### config.mk
export PLATFORM = sky130hd
export DESIGN_NAME = keycode_event_queue_flat
export DESIGN_NICKNAME = d
export VERILOG_FILES = /design/src/rtl/keycode_event_queue_pkg.sv /design/src/rtl/keycode_event_queue_if.sv /design/src/rtl/keycode_event_queue_fifo.sv /design/src/rtl/keycode_event_queue.sv /design/src/flat_wrapper.sv
export SDC_FILE = /design/constraint.sdc
export NUM_CORES = 1
export LEC_CHECK = 0
export CAP_MARGIN = 10
export CORE_MARGIN = 2
export CORE_UTILIZATION = 45
export CTS_BUF_LIST = sky130_fd_sc_hd__clkbuf_16
export CTS_CLUSTER_SIZE = 24
export DETAILED_ROUTE_END_ITERATION = 10
export SETUP_SLACK_MARGIN = 0.4
export SLEW_MARGIN = 15
export SYNTH_ARGS = -nofsm -noshare
export SYNTH_HDL_FRONTEND = slang
export SYNTH_SLANG_ARGS = --single-unit
### constraint.sdc
create_clock -name clk_clk -period 5.7 [get_ports clk_clk]
set_input_delay 1.14 -clock clk_clk [delete_from_list [all_inputs] [get_ports clk_clk]]
set_output_delay 1.14 -clock clk_clk [all_outputs]
set_load 0.01 [all_outputs]
### src/rtl/keycode_event_queue_pkg.sv
`default_nettype none
// ============================================================================
// Package  : kev_pkg
// Brief    : Event types, FSM states and the queued event record.
// Revision : 1.0 - initial release
// ============================================================================
package kev_pkg;

  typedef enum logic [1:0] {
    EVT_PRESS   = 2'b01,
    EVT_RELEASE = 2'b10,
    EVT_REPEAT  = 2'b11
  } evt_type_t;

  localparam logic [7:0] KEY_NONE = 8'h00;

  typedef enum logic [1:0] {
    IDLE = 2'b00,
    HELD = 2'b01,
    PEND = 2'b10
  } state_t;

  typedef struct packed {
    evt_type_t  evt_type;
    logic [7:0] code;
  } evt_t;

endpackage
`default_nettype wire

### src/rtl/keycode_event_queue_if.sv
`default_nettype none
// ============================================================================
// Interface : keycode_event_queue_if
// Brief     : Valid/ready event stream from the queue to its consumer.
// Revision  : 1.0 - initial release
// ============================================================================
interface keycode_event_queue_if;
  logic       evt_valid;
  logic       evt_ready;
  logic [7:0] evt_code;
  logic [1:0] evt_type;

  modport master (output evt_valid, output evt_code, output evt_type, input evt_ready);
  modport slave  (input evt_valid, input evt_code, input evt_type, output evt_ready);
endinterface
`default_nettype wire

### src/rtl/keycode_event_queue_fifo.sv
`default_nettype none
// ============================================================================
// Module   : keycode_fifo
// Brief    : Show-ahead event FIFO with sticky overflow on a dropped push.
// Revision : 1.0 - initial release
// ============================================================================
module keycode_fifo #(
  parameter int DEPTH = 8,
  parameter int WIDTH = 10
) (
  input  wire logic                     clk,
  input  wire logic                     rst_n,
  input  wire logic                     i_push,
  input  wire logic [WIDTH-1:0]         i_push_data,
  input  wire logic                     i_pop,
  input  wire logic                     i_overflow_clr,
  output logic      [WIDTH-1:0]         o_head_data,
  output logic                          o_empty,
  output logic      [$clog2(DEPTH):0]   o_count,
  output logic                          o_overflow
);

  localparam int              c_AW   = $clog2(DEPTH);
  localparam logic [c_AW:0]   c_FULL = (c_AW+1)'(DEPTH);

  logic [WIDTH-1:0] r_mem [DEPTH];
  logic [c_AW:0]    r_wr_ptr;
  logic [c_AW:0]    r_rd_ptr;
  logic             r_overflow;
  logic             w_full;
  logic             w_pop;
  logic             w_push;

  // Extra pointer MSB keeps full (DEPTH) and empty (0) distinguishable.
  assign o_count     = r_wr_ptr - r_rd_ptr;
  assign o_empty     = (o_count == '0);
  assign w_full      = (o_count == c_FULL);
  assign w_pop       = i_pop && !o_empty;
  assign w_push      = i_push && (!w_full || w_pop);
  assign o_head_data = r_mem[r_rd_ptr[c_AW-1:0]];
  assign o_overflow  = r_overflow;

  always_ff @(posedge clk or negedge rst_n) begin
    if (!rst_n) begin
      for (int i = 0; i < DEPTH; i++) r_mem[i] <= '0;
      r_wr_ptr   <= '0;
      r_rd_ptr   <= '0;
      r_overflow <= 1'b0;
    end else begin
      if (w_push) begin
        r_mem[r_wr_ptr[c_AW-1:0]] <= i_push_data;
        r_wr_ptr                  <= r_wr_ptr + 1'b1;
      end
      if (w_pop) r_rd_ptr <= r_rd_ptr + 1'b1;
      if (i_push && w_full && !w_pop) r_overflow <= 1'b1;
      else if (i_overflow_clr)        r_overflow <= 1'b0;
    end
  end

endmodule
`default_nettype wire

### src/rtl/keycode_event_queue.sv
`default_nettype none
// ============================================================================
// Module   : keycode_event_queue
// Brief    : Turns keycode level changes into PRESS/RELEASE/REPEAT events.
// Revision : 1.0 - initial release
// ============================================================================
module keycode_event_queue
  import kev_pkg::*;
#(
  parameter int DEPTH     = 8,
  parameter int DELAY_CYC = 25000000,
  parameter int RATE_CYC  = 2500000
) (
  input  wire logic                   clk_clk,
  input  wire logic                   reset_reset_n,
  input  wire logic [7:0]             keycode_in,
  input  wire logic                   overflow_clr,
  keycode_event_queue_if.master       evt,
  output logic      [$clog2(DEPTH):0] count,
  output logic      [7:0]             held_code,
  output logic                        overflow
);

  localparam int               c_TMAX       = (DELAY_CYC > RATE_CYC) ? DELAY_CYC : RATE_CYC;
  localparam int               c_TW         = $clog2(c_TMAX);
  localparam logic [c_TW-1:0]  c_DELAY_LAST = c_TW'(DELAY_CYC - 1);
  localparam logic [c_TW-1:0]  c_RATE_LAST  = c_TW'(RATE_CYC - 1);

  state_t            r_state;
  logic [7:0]        r_held;
  logic [c_TW-1:0]   r_timer;
  logic              r_rep;
  logic              r_push;
  evt_t              r_push_evt;
  evt_t              w_head;
  logic              w_empty;

  // Push request is registered, so a change seen at edge N lands in the FIFO at N+1.
  always_ff @(posedge clk_clk or negedge reset_reset_n) begin
    if (!reset_reset_n) begin
      r_state    <= IDLE;
      r_held     <= KEY_NONE;
      r_timer    <= '0;
      r_rep      <= 1'b0;
      r_push     <= 1'b0;
      r_push_evt <= '0;
    end else begin
      r_push <= 1'b0;
      case (r_state)
        IDLE, PEND: begin
          if (keycode_in != KEY_NONE) begin
            r_push     <= 1'b1;
            r_push_evt <= '{evt_type: EVT_PRESS, code: keycode_in};
            r_held     <= keycode_in;
            r_timer    <= '0;
            r_rep      <= 1'b0;
            r_state    <= HELD;
          end else begin
            r_state    <= IDLE;
          end
        end
        HELD: begin
          if (keycode_in == r_held) begin
            if (r_timer == (r_rep ? c_RATE_LAST : c_DELAY_LAST)) begin
              r_push     <= 1'b1;
              r_push_evt <= '{evt_type: EVT_REPEAT, code: r_held};
              r_timer    <= '0;
              r_rep      <= 1'b1;
            end else begin
              r_timer    <= r_timer + c_TW'(1);
            end
          end else begin
            r_push     <= 1'b1;
            r_push_evt <= '{evt_type: EVT_RELEASE, code: r_held};
            r_held     <= KEY_NONE;
            r_state    <= (keycode_in == KEY_NONE) ? IDLE : PEND;
          end
        end
        default: r_state <= IDLE;
      endcase
    end
  end

  keycode_fifo #(
    .DEPTH (DEPTH),
    .WIDTH ($bits(evt_t))
  ) u_fifo (
    .clk            (clk_clk),
    .rst_n          (reset_reset_n),
    .i_push         (r_push),
    .i_push_data    (r_push_evt),
    .i_pop          (evt.evt_ready),
    .i_overflow_clr (overflow_clr),
    .o_head_data    (w_head),
    .o_empty        (w_empty),
    .o_count        (count),
    .o_overflow     (overflow)
  );

  assign evt.evt_valid = !w_empty;
  assign evt.evt_code  = w_head.code;
  assign evt.evt_type  = w_head.evt_type;
  assign held_code     = r_held;

endmodule
`default_nettype wire
### src/flat_wrapper.sv
// flat-port wrapper written by rule: the top's interface ports become plain ports
module keycode_event_queue_flat import kev_pkg::*;
#(
  parameter int DEPTH     = 8,
  parameter int DELAY_CYC = 25000000,
  parameter int RATE_CYC  = 2500000
)
  (clk_clk, reset_reset_n, keycode_in, overflow_clr, count, held_code, overflow, evt_evt_valid, evt_evt_code, evt_evt_type, evt_evt_ready);
  keycode_event_queue_if evt_i ();
  input  wire logic clk_clk;
  input  wire logic reset_reset_n;
  input  wire logic [7:0] keycode_in;
  input  wire logic overflow_clr;
  output logic      [$clog2(DEPTH):0] count;
  output logic      [7:0] held_code;
  output logic overflow;
  output wire logic [$bits(evt_i.evt_valid)-1:0] evt_evt_valid;
  output wire logic [$bits(evt_i.evt_code)-1:0] evt_evt_code;
  output wire logic [$bits(evt_i.evt_type)-1:0] evt_evt_type;
  input wire logic [$bits(evt_i.evt_ready)-1:0] evt_evt_ready;
  assign evt_evt_valid = evt_i.evt_valid;
  assign evt_evt_code = evt_i.evt_code;
  assign evt_evt_type = evt_i.evt_type;
  assign evt_i.evt_ready = evt_evt_ready;
  keycode_event_queue #(.DEPTH(DEPTH), .DELAY_CYC(DELAY_CYC), .RATE_CYC(RATE_CYC)) u_core (.clk_clk(clk_clk), .reset_reset_n(reset_reset_n), .keycode_in(keycode_in), .overflow_clr(overflow_clr), .evt(evt_i), .count(count), .held_code(held_code), .overflow(overflow));
endmodule
**Word level (Yosys, flattened, before mapping)**

Cells that the tools add are included.

- Bits in registers: 136
- Output and inout port bits: 24
- Input port bits: 12

- Reductions and logical operators: 20
- $lt $le $gt $ge: 3
- Bitwise operators: 2
- Multiplexer cells: 32
- Add/sub/neg operators: 4
- Equality and inequality tests: 10

Operators by type and width:

| cell | count |
|---|---|
| 25-bit 2-to-1 mux | 4 |
| 80-bit bitwise mux | 1 |
| 10-bit 2-to-1 mux | 6 |
| 25-bit one-hot mux with 2 select lines | 1 |
| 10-bit binary-select mux with 3-bit select | 1 |
| 10-bit demux with 3-bit select | 1 |
| 25-bit by 1-bit adder with 25-bit output (second input constant) | 1 |
| 25-bit equality test | 1 |
| 10-bit one-hot mux with 2 select lines | 1 |
| 8-bit 2-to-1 mux | 2 |
| 8-bit one-hot mux with 2 select lines | 1 |
| 1-bit 2-to-1 mux | 9 |
| 3-bit AND reduction | 3 |
| 4-bit by 1-bit adder with 4-bit output (second input constant) | 2 |
| 8-bit equality test | 1 |
| 4-bit greater-or-equal comparator (second input constant) | 2 |
| 8-bit zero test | 1 |
| 3-bit NOT with 4-bit output | 2 |
| 8-bit nonzero test | 1 |
| 2-bit by 1-bit inequality test with 1-bit output (second input constant) | 3 |
| 1-bit logical AND | 5 |
| 4-bit equality test (second input constant) | 1 |
| 4-bit zero test | 1 |
| 4-bit by 1-bit < comparator with 1-bit output (second input constant) | 1 |
| 14 further kinds | 19 |

**Longest topological paths before layout**

- Depth in word-level cells: 7
- Depth in mapped cells: 11
- Mapped depth without buffers: 10

**Hierarchy**

From an unflattened synthesis, not the netlist that was laid out.

- Cells, all modules: 555
- Area, all modules: 6914.1 sq um

By module, submodules not included:

| module | times used | sequential area each (sq um) | area an instance (sq um) | cells each |
|---|---|---|---|---|
| keycode_fifo | 1 | 2227.1 | 4230.3 | 292 |
| keycode_event_queue | 1 | 1176.1 | 2683.8 | 263 |

**Worst setup path after synthesis**

OpenSTA, ideal clock, no wires.

- Path kind: reg2out
- Start: register u_core.u_fifo.r_rd_ptr[1]
- End: output evt_evt_valid
- Required time: 4560 ps
- Slack: 2552 ps
- Path buffers: 1
- Stages on the path, launching flop included: 7
- Arrival time: 2008 ps
- Cell sequence: dfrtp_1 > clkbuf_1 > inv_1 > fa_1 > nor2b_1 > nand2_1 > or3_1

- Longest elaborated chain between the ends: 3

RTL lines:

| item | RTL line | source |
|---|---|---|
| start, declared | keycode_event_queue_fifo.sv:28 | `logic [c_AW:0] r_rd_ptr;` |
| start signal, assigned | keycode_event_queue_fifo.sv:54 | `if (w_pop) r_rd_ptr <= r_rd_ptr + 1'b1;` |
| 4-bit subtractor | keycode_event_queue_fifo.sv:35 | `assign o_count = r_wr_ptr - r_rd_ptr;` |
| via count[1] | flat_wrapper.sv:14 | `output logic [$clog2(DEPTH):0] count;` |
| 4-bit zero test | keycode_event_queue_fifo.sv:36 | `assign o_empty = (o_count == '0);` |
| 1-bit zero test | keycode_event_queue.sv:100 | `assign evt.evt_valid = !w_empty;` |
| end, declared | flat_wrapper.sv:17 | `output wire logic [$bits(evt_i.evt_valid)-1:0] evt_evt_valid;` |

The timed path passes the listed nets, and every way through them passes these cells.

**Final worst setup path**

- Start: register u_core.u_fifo.r_rd_ptr[2]
- End: output evt_evt_valid

- Longest elaborated chain between the ends: 3

RTL lines:

| item | RTL line |
|---|---|
| 4-bit subtractor | keycode_event_queue_fifo.sv:35 |
| 4-bit zero test | keycode_event_queue_fifo.sv:36 |
| 1-bit zero test | keycode_event_queue.sv:100 |

Every way passes these cells.

==> flow_results.org <==
** Timing
- Counting I/O delays and the setup requirement, the final critical path takes 4.30 ns.
- Timing would allow up to 0.233 GHz.
- Headroom to the max-slew limit came out at 0.328.
- For the pin with the worst max-slew slack, the measured transition is 1.01 ns.
- Hold violation count in the final report :: 0
- The final max-slew violation count was 0.
- Maximum clock skew at final layout :: 0.00745 ns
- Setup total negative slack on the finished layout was measured at 0 ns.
- Setup repair after global routing left no endpoint under its margin.
- In the finished design, the share of the clock period the worst path needs comes to 0.754.
- Final setup violation count :: 0

** Power
- The share of total power dissipated in sequential elements is 0.354.
- Of the total power, combinational logic draws 0.423.
- Internal power of the cells :: 3.12 mW
- VDD sags by at most 307 uV.
- Leakage power summed over all cells :: 3.48 nW
- In this run the power spent charging and discharging nets is 1.60 mW.
- The share of total power dissipated in the clock network is 0.224.
- Cell Pwr Density :: 576 nW/um^2
- Of the total power, the share spent switching nets is 0.339.

** Global route
- The first global-routing pass estimated 25800 um of wire.
- For this run, the total global-route usage over all layers was measured as 0.199.
- Antenna violations before repair :: 0
- Vias in the first global route :: 4946
- Global routing finished with a remaining overflow of 0.
- Entering global routing, the biggest net connects 95 pins.

** Synth
- Of all flip-flops after synthesis, the portion carrying an async set or reset was 1.00.
- In this run, synthesis produced a sequential element count of 136.
- Most area-consuming cells after synthesis :: sky130_fd_sc_hd__dfrtp_1 (48%), sky130_fd_sc_hd__mux2_2 (12%), sky130_fd_sc_hd__mux4_2 (6.3%)
- Count of flip-flops with a built-in enable after synthesis :: 0
- Syn avg cell area :: 12.0 sq um
- After synthesis, the netlist uses 67 different library cells.
- During synthesis, Yosys emitted a total of 0 warnings.
- The synthesized design spends more area on one cell type than any other, namely sky130_fd_sc_hd__dfrtp_1.
- Portion of the post-synthesis area used by sequential elements :: 0.479
- Top cells by instance count after synthesis :: sky130_fd_sc_hd__dfrtp_1 (136), sky130_fd_sc_hd__nand2_1 (91), sky130_fd_sc_hd__mux2_2 (76)
- Most frequent cell after synthesis :: sky130_fd_sc_hd__dfrtp_1
- Primary FF master, synth :: sky130_fd_sc_hd__dfrtp_1
- Post-Synthesis Cell Area :: 7100 sq um
- The share of synthesized area in the top cell type comes to 0.479.
- Synthesis produced a netlist with a net count of 612.
- Gate count after technology mapping :: 593

** Worst hold path
- Tightest Hold Check Type :: reg -> reg
- Hold_sp :: u_core.u_fifo.r_mem[5]$_DFFE_PN0P_

** Worst setup path
- STA puts the critical path data arrival time at 3.16 ns.
- On the worst path, the slowest cell contributes a delay of 0.64 ns.
- Critical path's slowest cell :: sky130_fd_sc_hd__dfrtp_1
- Together, buffers and inverters on the worst path number 2.
- Sequence of cells on the critical path :: inv_1, ha_1, a21oi_2, a22oi_1, or3_1, clkdlybuf4s50_1
- The worst setup path is captured at a primary output.
- Kind of cell with the highest combined delay on the critical path :: buffers and inverters
- Top fanout value on the critical path :: 13
- Origin of the critical flop-to-flop path :: u_core.u_fifo.r_rd_ptr[2]$_DFFE_PN0P_
- Launch point of the critical path :: u_core.u_fifo.r_rd_ptr[2]$_DFFE_PN0P_
- Data on the critical path is required at its endpoint by 4.56 ns.
- CP Class :: reg -> out
- STA classifies the critical path startpoint as a flop.

** Drt
- Initial DRC Count :: 279
- Number of remaining DRC errors :: 0
- Pre-Repair DR Iteration Count :: 4
- In this run the remaining antenna-violating nets after routing total 0.
- Wires add up to 15400 um.
- Across all layers, the routed design uses 4820 vias.
- Average wire per cell in the routed design :: 18.1 um
- Via/cell ratio :: 5.67

** Floorplanning
- Total die area :: 16800 sq um
- DIE WIDTH :: 130 um
- For this configuration, the core starts out at a cell density of 0.464.
- Area inside the core boundary :: 15300 sq um
- Vert. Die Dim :: 130 um
- # rows :: 45
- Pin placement for this block handled 36 I/O pins.

** Cells and area
- The final layout contains 645 nets.
- Of the cells placed in the final design, the portion with a size suffix greater than 1 is 0.268.
- Antenna diodes :: 0
- The layout has 1338 filler cells.
- Final standard cell utilization of the core :: 0.535
- Storage element area :: 3400 sq um
- The area growth from synthesis to layout is 15.4%.
- In the final layout, the multi-input gates occupy 3500 sq um.

** Placed design
- The count of buffers added on input and output ports is 35.
- At the end of routability-driven placement, the weighted congestion stood at 0.838.
- Estimated wirelength of the detail-placed design :: 10100 um

** Clock tree
- CTS sink cnt :: 136
- In this run the number of H-tree levels came out at 4.
- Hold buffer count at CTS :: 0
- The longest clock path from root to sink contains 2 buffers.
- Clock latency on the worst-skew pair, taken at its later pin, is 0.42 ns.
- Clock Tree Root :: sky130_fd_sc_hd__clkbuf_16
- After clock tree synthesis, the clock-pin slew on the worst setup and hold paths is 0.06 ns.
- Post-cts resize count :: 0
- TritonCTS clock tree :: built
- Once the clock tree was built, the setup fixing pass inserted 0 buffers.
- Clock buffer count from CTS :: 17

** Run status
- Outcome :: completed

** Job
- The tool flagged a number of max-cap violations equal to 0.
area by class of cell:
type / instances / area share
clock buffer: 17 / 0.0519
clock inverter: 15 / 0.0165
inverter: 12 / 0.00550
multi-input combinational: 415 / 0.427
sequential: 136 / 0.416
tap: 211 / 0.0322
timing repair buffer: 44 / 0.0512
state kept, by name, summed over array words and instances, names as in the netlist:
register                  flops
u_core.u_fifo.o_overflow      1
u_core.held_code              8
u_core.r_rep                  1
u_core.u_fifo.r_wr_ptr        4
u_core.r_timer               25
u_core.u_fifo.r_mem          80
u_core.u_fifo.r_rd_ptr        4
u_core.r_state                2
u_core.r_push                 1
u_core.r_push_evt            10
cells by family after synthesis:
logic type / after synthesis / share of synthesized area
DFF: 136 / 0.479
adders and majority gates: 7 / 0.0134
muxes: 120 / 0.226
and+or+nand+nor: 209 / 0.171
xor gates and xnor gates: 14 / 0.0173
buffers and inverters: 42 / 0.0293
AOI/OAI and AO/OA: 65 / 0.0638
through the flow:
step           std cells  setup WS (ns)  instance area (sq um)  power, mW  hold slack (ns)
2_1_floorplan        593           2.55                   7100       2.99            0.464
3_3_place_gp         818           1.92                   7630       3.63            0.483
3_5_place_dp         818           1.81                   7630       3.69            0.488
4_1_cts              850           1.35                   8190       4.77            0.504
5_1_grt              850           1.22                   8190       5.01            0.511
6_report             850           1.40                   8190       4.71            0.499
cell usage in the layout, fill, tap and decap left out, types with 10 or more instances in the layout:
| cell | netlist | final |
|---|---|---|
| sky130_fd_sc_hd__o21ai_0 | 15 | 15 |
| sky130_fd_sc_hd__clkbuf_16 | 0 | 17 |
| sky130_fd_sc_hd__a21oi_1 | 12 | 12 |
| sky130_fd_sc_hd__mux4_2 | 20 | 20 |
| sky130_fd_sc_hd__nand2_1 | 91 | 91 |
| sky130_fd_sc_hd__nand3_1 | 20 | 20 |
| sky130_fd_sc_hd__a31oi_1 | 14 | 14 |
| sky130_fd_sc_hd__mux2_2 | 76 | 76 |
| sky130_fd_sc_hd__clkdlybuf4s50_1 | 0 | 34 |
| sky130_fd_sc_hd__mux2i_1 | 10 | 10 |
| sky130_fd_sc_hd__dfrtp_1 | 136 | 136 |
| sky130_fd_sc_hd__nand4_1 | 13 | 13 |
| sky130_fd_sc_hd__inv_1 | 12 | 12 |
| sky130_fd_sc_hd__mux2_4 | 10 | 10 |
power by group through the flow:
stage          logic [mW]  clock network, mW  registers [mW]
4_1_cts              2.02               1.08            1.67
6_report             1.99               1.06            1.67
2_1_floorplan        1.42                  0            1.57
3_5_place_dp         2.01                  0            1.68
3_3_place_gp         1.99                  0            1.65
5_1_grt              2.16               1.12            1.73
layer usage:
layer | vias up | global-route usage | part of all wire
met4 | 0 | 0.0626 | 0.010
li1 | 2245 | - | -
met2 | 92 | 0.327 | 0.49
met1 | 2471 | 0.264 | 0.47
met3 | 12 | 0.0471 | 0.032
met5 | - | 0 | 0
worst paths after layout:
path                                                    endpoint  slack (ns)  cells past startpoint
setup / recovery                                   evt_evt_valid        1.40                      6
hold / removal                u_core.u_fifo.r_mem[5]$_DFFE_PN0P_        0.50                      1
setup reg to reg             u_core.u_fifo.r_mem[67]$_DFFE_PN0P_        1.98                      7
hold reg to reg               u_core.u_fifo.r_mem[5]$_DFFE_PN0P_        0.50                      1
max in group asynchronous        u_core.held_code[2]$_DFFE_PN0P_        3.80                      2
min in group asynchronous  u_core.u_fifo.r_rd_ptr[3]$_DFFE_PN0P_        0.79                      1
Power figures use the tool's default switching activity.
